$ cat config.mk
export PLATFORM = sky130hd
export DESIGN_NAME = f_ibuf
export DESIGN_NICKNAME = d
export VERILOG_FILES = /design/src/rtl/f_ibuf_pkg.sv /design/src/rtl/f_ibuf_ctrl.sv /design/src/rtl/f_ibuf.sv
export SDC_FILE = /design/constraint.sdc
export NUM_CORES = 1
export LEC_CHECK = 0
export BUFFER_PORTS_ARGS = -buffer_cell sky130_fd_sc_hd__buf_2
export CORE_ASPECT_RATIO = 1.5
export CORE_MARGIN = 8
export CORE_UTILIZATION = 60
export DETAILED_ROUTE_END_ITERATION = 6
export PLACE_DENSITY = 0.83
export SLEW_MARGIN = 20
export SYNTH_ARGS = -nofsm -noshare
export SYNTH_HDL_FRONTEND = slang
export SYNTH_HIERARCHICAL = 1
export SYNTH_SLANG_ARGS = --single-unit
$ cat constraint.sdc
create_clock -name clk -period 19.6 [get_ports clk]
set_input_delay 0.98 -clock clk [delete_from_list [all_inputs] [get_ports clk]]
set_output_delay 0.98 -clock clk [all_outputs]
set_load 0.01 [all_outputs]
$ cat src/rtl/f_ibuf_pkg.sv
// Shared fetch/decode pipeline definitions: constants and the fetch-pair record.
package f_ibuf_pkg;

  localparam logic [31:0] RESET_PC  = 32'h0000_3000;
  localparam logic [31:0] NOP_WORD  = 32'h0000_0000;
  localparam int          DEPTH_DEF = 4;

  typedef struct packed {
    logic [31:0] pc;
    logic [31:0] instr;
  } fetch_pair_t;

endpackage

$ cat src/rtl/f_ibuf_ctrl.sv
// Pointer/occupancy bookkeeping for the fetch buffer, including the
// flush-with-keep survivor selection.
module f_ibuf_ctrl
  import f_ibuf_pkg::*;
#(
  parameter  int DEPTH = DEPTH_DEF,
  localparam int AW    = $clog2(DEPTH),
  localparam int CW    = AW + 1
) (
  input  logic          clk,
  input  logic          reset,
  input  logic          i_in_valid,
  input  logic          i_out_ready,
  input  logic          i_flush,
  input  logic          i_flush_keep,
  output logic          o_in_ready,
  output logic          o_out_valid,
  output logic          o_wr_en,
  output logic [AW-1:0] o_rd_ptr,
  output logic [AW-1:0] o_wr_ptr,
  output logic [CW-1:0] o_count
);

  logic [AW-1:0] r_rd_ptr, r_wr_ptr;
  logic [CW-1:0] r_count;
  logic [AW-1:0] w_rd_nxt, w_wr_nxt;
  logic [CW-1:0] w_cnt_nxt;
  logic          w_push, w_pop;

  // Ready is taken from the pre-pop count: no pass-through when full.
  assign o_in_ready  = (r_count != CW'(DEPTH));
  assign o_out_valid = (r_count != '0);
  assign w_push      = i_in_valid & o_in_ready;
  assign w_pop       = o_out_valid & i_out_ready;
  assign o_wr_en     = w_push & ~i_flush;

  assign o_rd_ptr = r_rd_ptr;
  assign o_wr_ptr = r_wr_ptr;
  assign o_count  = r_count;

  always_comb begin
    w_rd_nxt  = r_rd_ptr;
    w_wr_nxt  = r_wr_ptr;
    w_cnt_nxt = r_count;
    if (i_flush) begin
      // Survivor is whatever would be the head after this cycle's pop.
      if (i_flush_keep && w_pop && r_count >= CW'(2)) begin
        w_rd_nxt  = r_rd_ptr + AW'(1);
        w_wr_nxt  = r_rd_ptr + AW'(2);
        w_cnt_nxt = CW'(1);
      end else if (i_flush_keep && !w_pop && r_count >= CW'(1)) begin
        w_wr_nxt  = r_rd_ptr + AW'(1);
        w_cnt_nxt = CW'(1);
      end else begin
        w_rd_nxt  = r_wr_ptr;
        w_cnt_nxt = '0;
      end
    end else begin
      if (w_push) w_wr_nxt = r_wr_ptr + AW'(1);
      if (w_pop)  w_rd_nxt = r_rd_ptr + AW'(1);
      if (w_push && !w_pop)      w_cnt_nxt = r_count + CW'(1);
      else if (!w_push && w_pop) w_cnt_nxt = r_count - CW'(1);
    end
  end

  always_ff @(posedge clk) begin
    if (reset) begin
      r_rd_ptr <= '0;
      r_wr_ptr <= '0;
      r_count  <= '0;
    end else begin
      r_rd_ptr <= w_rd_nxt;
      r_wr_ptr <= w_wr_nxt;
      r_count  <= w_cnt_nxt;
    end
  end

endmodule

$ cat src/rtl/f_ibuf.sv
// Instruction fetch buffer: queues {pc, instr} pairs between fetch and decode,
// with redirect flush that can keep one delay-slot entry.
module f_ibuf
  import f_ibuf_pkg::*;
#(
  parameter  int          DEPTH    = DEPTH_DEF,
  parameter  logic [31:0] RESET_PC = f_ibuf_pkg::RESET_PC,
  localparam int          AW       = $clog2(DEPTH),
  localparam int          CW       = AW + 1
) (
  input  logic          clk,
  input  logic          reset,
  input  logic          in_valid,
  output logic          in_ready,
  input  logic [31:0]   in_pc,
  input  logic [31:0]   in_instr,
  output logic          out_valid,
  input  logic          out_ready,
  output logic [31:0]   out_pc,
  output logic [31:0]   out_instr,
  input  logic          flush,
  input  logic          flush_keep,
  output logic [CW-1:0] count
);

  generate
    if (DEPTH < 2 || (DEPTH & (DEPTH - 1)) != 0) begin : g_bad_depth
      $error("f_ibuf: DEPTH must be a power of two >= 2");
    end
    if (RESET_PC[1:0] != 2'b00) begin : g_bad_pc
      $error("f_ibuf: RESET_PC must be word aligned");
    end
  endgenerate

  fetch_pair_t   r_mem [DEPTH];
  fetch_pair_t   w_head;
  logic          w_wr_en;
  logic [AW-1:0] w_rd_ptr, w_wr_ptr;

  f_ibuf_ctrl #(.DEPTH(DEPTH)) u_ctrl (
    .clk         (clk),
    .reset       (reset),
    .i_in_valid  (in_valid),
    .i_out_ready (out_ready),
    .i_flush     (flush),
    .i_flush_keep(flush_keep),
    .o_in_ready  (in_ready),
    .o_out_valid (out_valid),
    .o_wr_en     (w_wr_en),
    .o_rd_ptr    (w_rd_ptr),
    .o_wr_ptr    (w_wr_ptr),
    .o_count     (count)
  );

  // Storage is not reset; occupancy alone decides what is visible.
  always_ff @(posedge clk) begin
    if (w_wr_en) r_mem[w_wr_ptr] <= '{pc: in_pc, instr: in_instr};
  end

  assign w_head    = r_mem[w_rd_ptr];
  assign out_pc    = out_valid ? w_head.pc    : NOP_WORD;
  assign out_instr = out_valid ? w_head.instr : NOP_WORD;

endmodule

==> impl_metrics.env <==
export IMPL_grt_pass1_wl_um=31600
export IMPL_cts_hold_repair_buffers=0
export IMPL_drv_cap=0
export IMPL_synth_seq_cells=263
export IMPL_finalPower_mw=1.24
export IMPL_num_fill_cells=1114
export IMPL_postSynthCellCount=561
export IMPL_startpoint_type="flip-flop"
export IMPL_synth_fa_ha_area_frac=0.00603
export IMPL_slew_at_the_pin_with_the_worst_max_slew_slack_ps=983
export IMPL_route_detailed_drc=0
export IMPL_chipHeight_um=177
export IMPL_postSynth_asyncResetShare=0
export IMPL_grt_setup_unrepaired="no"
export IMPL_endpoint_kind="output port"
export IMPL_grt_antenna_before_repair=5
export IMPL_initial_core_util=0.606
export IMPL_cts_max_level=1
export IMPL_synth_simple_gate_area_share=0.0168
export IMPL_critPathKind="reg2out"
export IMPL_max_slew_margin_vs_limit=0.345
export IMPL_worstSkewPairLatency_ps=500
export IMPL_drt_first_pass_iters=5
export IMPL_achievable_frequency_ghz=0.253
export IMPL_detailed_place_area_um2=11100
export IMPL_post_synth_mux_area_share=0.127
export IMPL_yosys_warnings=6
export IMPL_cts_buffers=23
export IMPL_finish_net_count=777
export IMPL_final_setup_skew_ps=13.9
export IMPL_count_of_vias_placed_by_the_detailed_router=5570
export IMPL_std_cell_rows=59
export IMPL_buffer_ports_inserted=138
export IMPL_drt_antenna_violating_nets=0
export IMPL_min_period_ps=3960
export IMPL_drive_above_1_share=0.274
export IMPL_finalSetupViolations=0
export IMPL_synth_top_family_by_area="multiplexers"
export IMPL_mostFrequentLayoutCells="256 x sky130_fd_sc_hd__edfxtp_1, 138 x sky130_fd_sc_hd__buf_2, 130 x sky130_fd_sc_hd__mux2i_1"
export IMPL_clk_transition_reported_paths_ps=60
export IMPL_final_common_cell="sky130_fd_sc_hd__edfxtp_1"
export IMPL_synth_compound_area_frac=0.0606
export IMPL_tritoncts="built"
export IMPL_arrival_ps=2980
export IMPL_cts_resized=0
export IMPL_clk_root_buffer_cell="sky130_fd_sc_hd__clkbuf_16"
export IMPL_setup_tns_final_ps=0
export IMPL_power_density_nw_per_um2=105
export IMPL_avgRoutedWirePerCell_um=22.1
export IMPL_slew_violations=0
export IMPL_grt_max_degree=65
export IMPL_fin_area_um2=11900
export IMPL_netlist_cell_type_count=48
export IMPL_timing_hold_ws_ps=607
export IMPL_grt_pass1_vias=5920
export IMPL_die_w_um=123
export IMPL_cts_root_to_sink_buffers=3
export IMPL_status="finished, final reports clean"
export IMPL_yosys_area_share_xor_xnor=0.00217
export IMPL_design_portCount=139
export IMPL_detailed_place_hpwl_um=12500
export IMPL_synth_avg_cell_area_um2=18.5
export IMPL_clock_sink_count=263
export IMPL_hp_class="reg2reg"
export IMPL_vias_per_cell=5.96
export IMPL_grt_usage=0.188
export IMPL_synth_sequential_area_ratio=0.755
export IMPL_leakagePower_nw=3.98
export IMPL_finalNonFillerCells=934
export IMPL_post_cts_setup_buffer_count=0
export IMPL_initialDrtViolationCount=341
export IMPL_critPathRequiredTime_ps=18620
export IMPL_vdd_ir_drop_worst_v=0.0000705
export IMPL_drt_total_wl_um=20600
export IMPL_synth_net_count=636
export IMPL_worstPathMaxFanout=64
export IMPL_final_min_period_over_clock_period=0.202
export IMPL_area_growth_pct=14.3
export IMPL_dp_cells=890
export IMPL_placeableCoreArea_um2=17100
export IMPL_grt_ovfl_total=0
export IMPL_number_of_hold_violations_in_the_final_report=0
export IMPL_globalplace_congestion=0.930
export IMPL_yosys_most_used_dff="sky130_fd_sc_hd__edfxtp_1"
export IMPL_synth_enable_flop_cells=256
export IMPL_syn_cell_area_um2=10400
export IMPL_area_of_the_die_um2=21800
## per-layer routing
| metal | global-route usage | part of all wire |
|---|---|---|
| met5 | 0 | 0.0013 |
| met3 | 0.0335 | 0.059 |
| met2 | 0.343 | 0.55 |
| met4 | 0.0665 | 0.025 |
| met1 | 0.212 | 0.37 |
## power breakdown
part	internal, mW	switching, mW	total [mW]	leakage (nW)
clock network	0.243	0.185	0.428	0.357
registers	0.638	0.0108	0.649	2.38
logic	0.0654	0.102	0.168	1.24
## metrics by stage
step	setup WS, ps	utilization
after floorplan	12730	-
after CTS	15680	0.692
after detailed placement	16230	0.650
after global placement	16370	0.648
final	15640	0.692
after global routing	15480	0.692
## cells in the mapped netlist, types with 2 or more instances
cell / n / area (um^2)
sky130_fd_sc_hd__mux2i_1: 130 / 1300
sky130_fd_sc_hd__nor2_1: 5 / 18.8
sky130_fd_sc_hd__clkbuf_1: 14 / 52.6
sky130_fd_sc_hd__nor3_2: 2 / 20.0
sky130_fd_sc_hd__nand2b_1: 2 / 12.5
sky130_fd_sc_hd__inv_1: 8 / 30.0
sky130_fd_sc_hd__o22ai_1: 64 / 400
sky130_fd_sc_hd__buf_12: 8 / 160
sky130_fd_sc_hd__and3_1: 2 / 12.5
sky130_fd_sc_hd__dfxtp_1: 7 / 140
sky130_fd_sc_hd__buf_8: 5 / 75.1
sky130_fd_sc_hd__edfxtp_1: 256 / 7690
sky130_fd_sc_hd__a21oi_1: 6 / 30.0
sky130_fd_sc_hd__nand2_1: 8 / 30.0
sky130_fd_sc_hd__ha_1: 5 / 62.6
sky130_fd_sc_hd__nand3_1: 5 / 25.0
sky130_fd_sc_hd__a31oi_1: 3 / 18.8
## registers in the layout, summed over array words and instances, names as in the netlist
signal,cells
r_mem,256
u_ctrl/o_wr_ptr,2
u_ctrl/o_count,3
u_ctrl/o_rd_ptr,2
## path summary, 6_finish.rpt
path                                          from                  to  slack [ps]  cells past startpoint
worst max-delay path             u_ctrl/o_count[1]       out_instr[31]       15640                      8
worst min-delay path            u_ctrl/o_rd_ptr[0]  u_ctrl/o_rd_ptr[0]         610                      2
worst max register to register   u_ctrl/o_count[1]        r_mem[2][34]       16760                      7
worst min register to register  u_ctrl/o_rd_ptr[0]  u_ctrl/o_rd_ptr[0]         610                      2
## logic make-up after synthesis
logic type	after synthesis
AOI/OAI and AO/OA	91
and+or+nand+nor	31
muxes	131
adders and majority gates	5
xor gates and xnor gates	1
DFF	263
buffers and inverters	39
## area by class of cell
type,instances,area (um^2),share of cell area
clock buffers,27,591,0.0498
multi-input cells,259,2230,0.188
repair buffers,146,776,0.0654
inverters,9,33.8,0.00285
well taps,213,267,0.0225
clock inverters,15,126,0.0107
flip-flops and latches,263,7830,0.661
diodes,2,5.00,0.000422
## critical path, cell delays in order (launching register included)
cell,delay (ps)
sky130_fd_sc_hd__dfxtp_1,380
sky130_fd_sc_hd__inv_1,180
sky130_fd_sc_hd__ha_1,250
sky130_fd_sc_hd__nor2b_2,310
sky130_fd_sc_hd__inv_2,160
sky130_fd_sc_hd__nand2b_2,90
sky130_fd_sc_hd__buf_4,570
sky130_fd_sc_hd__o22ai_1,260
sky130_fd_sc_hd__buf_2,210
Note: power is estimated with default switching activity, not from simulation.
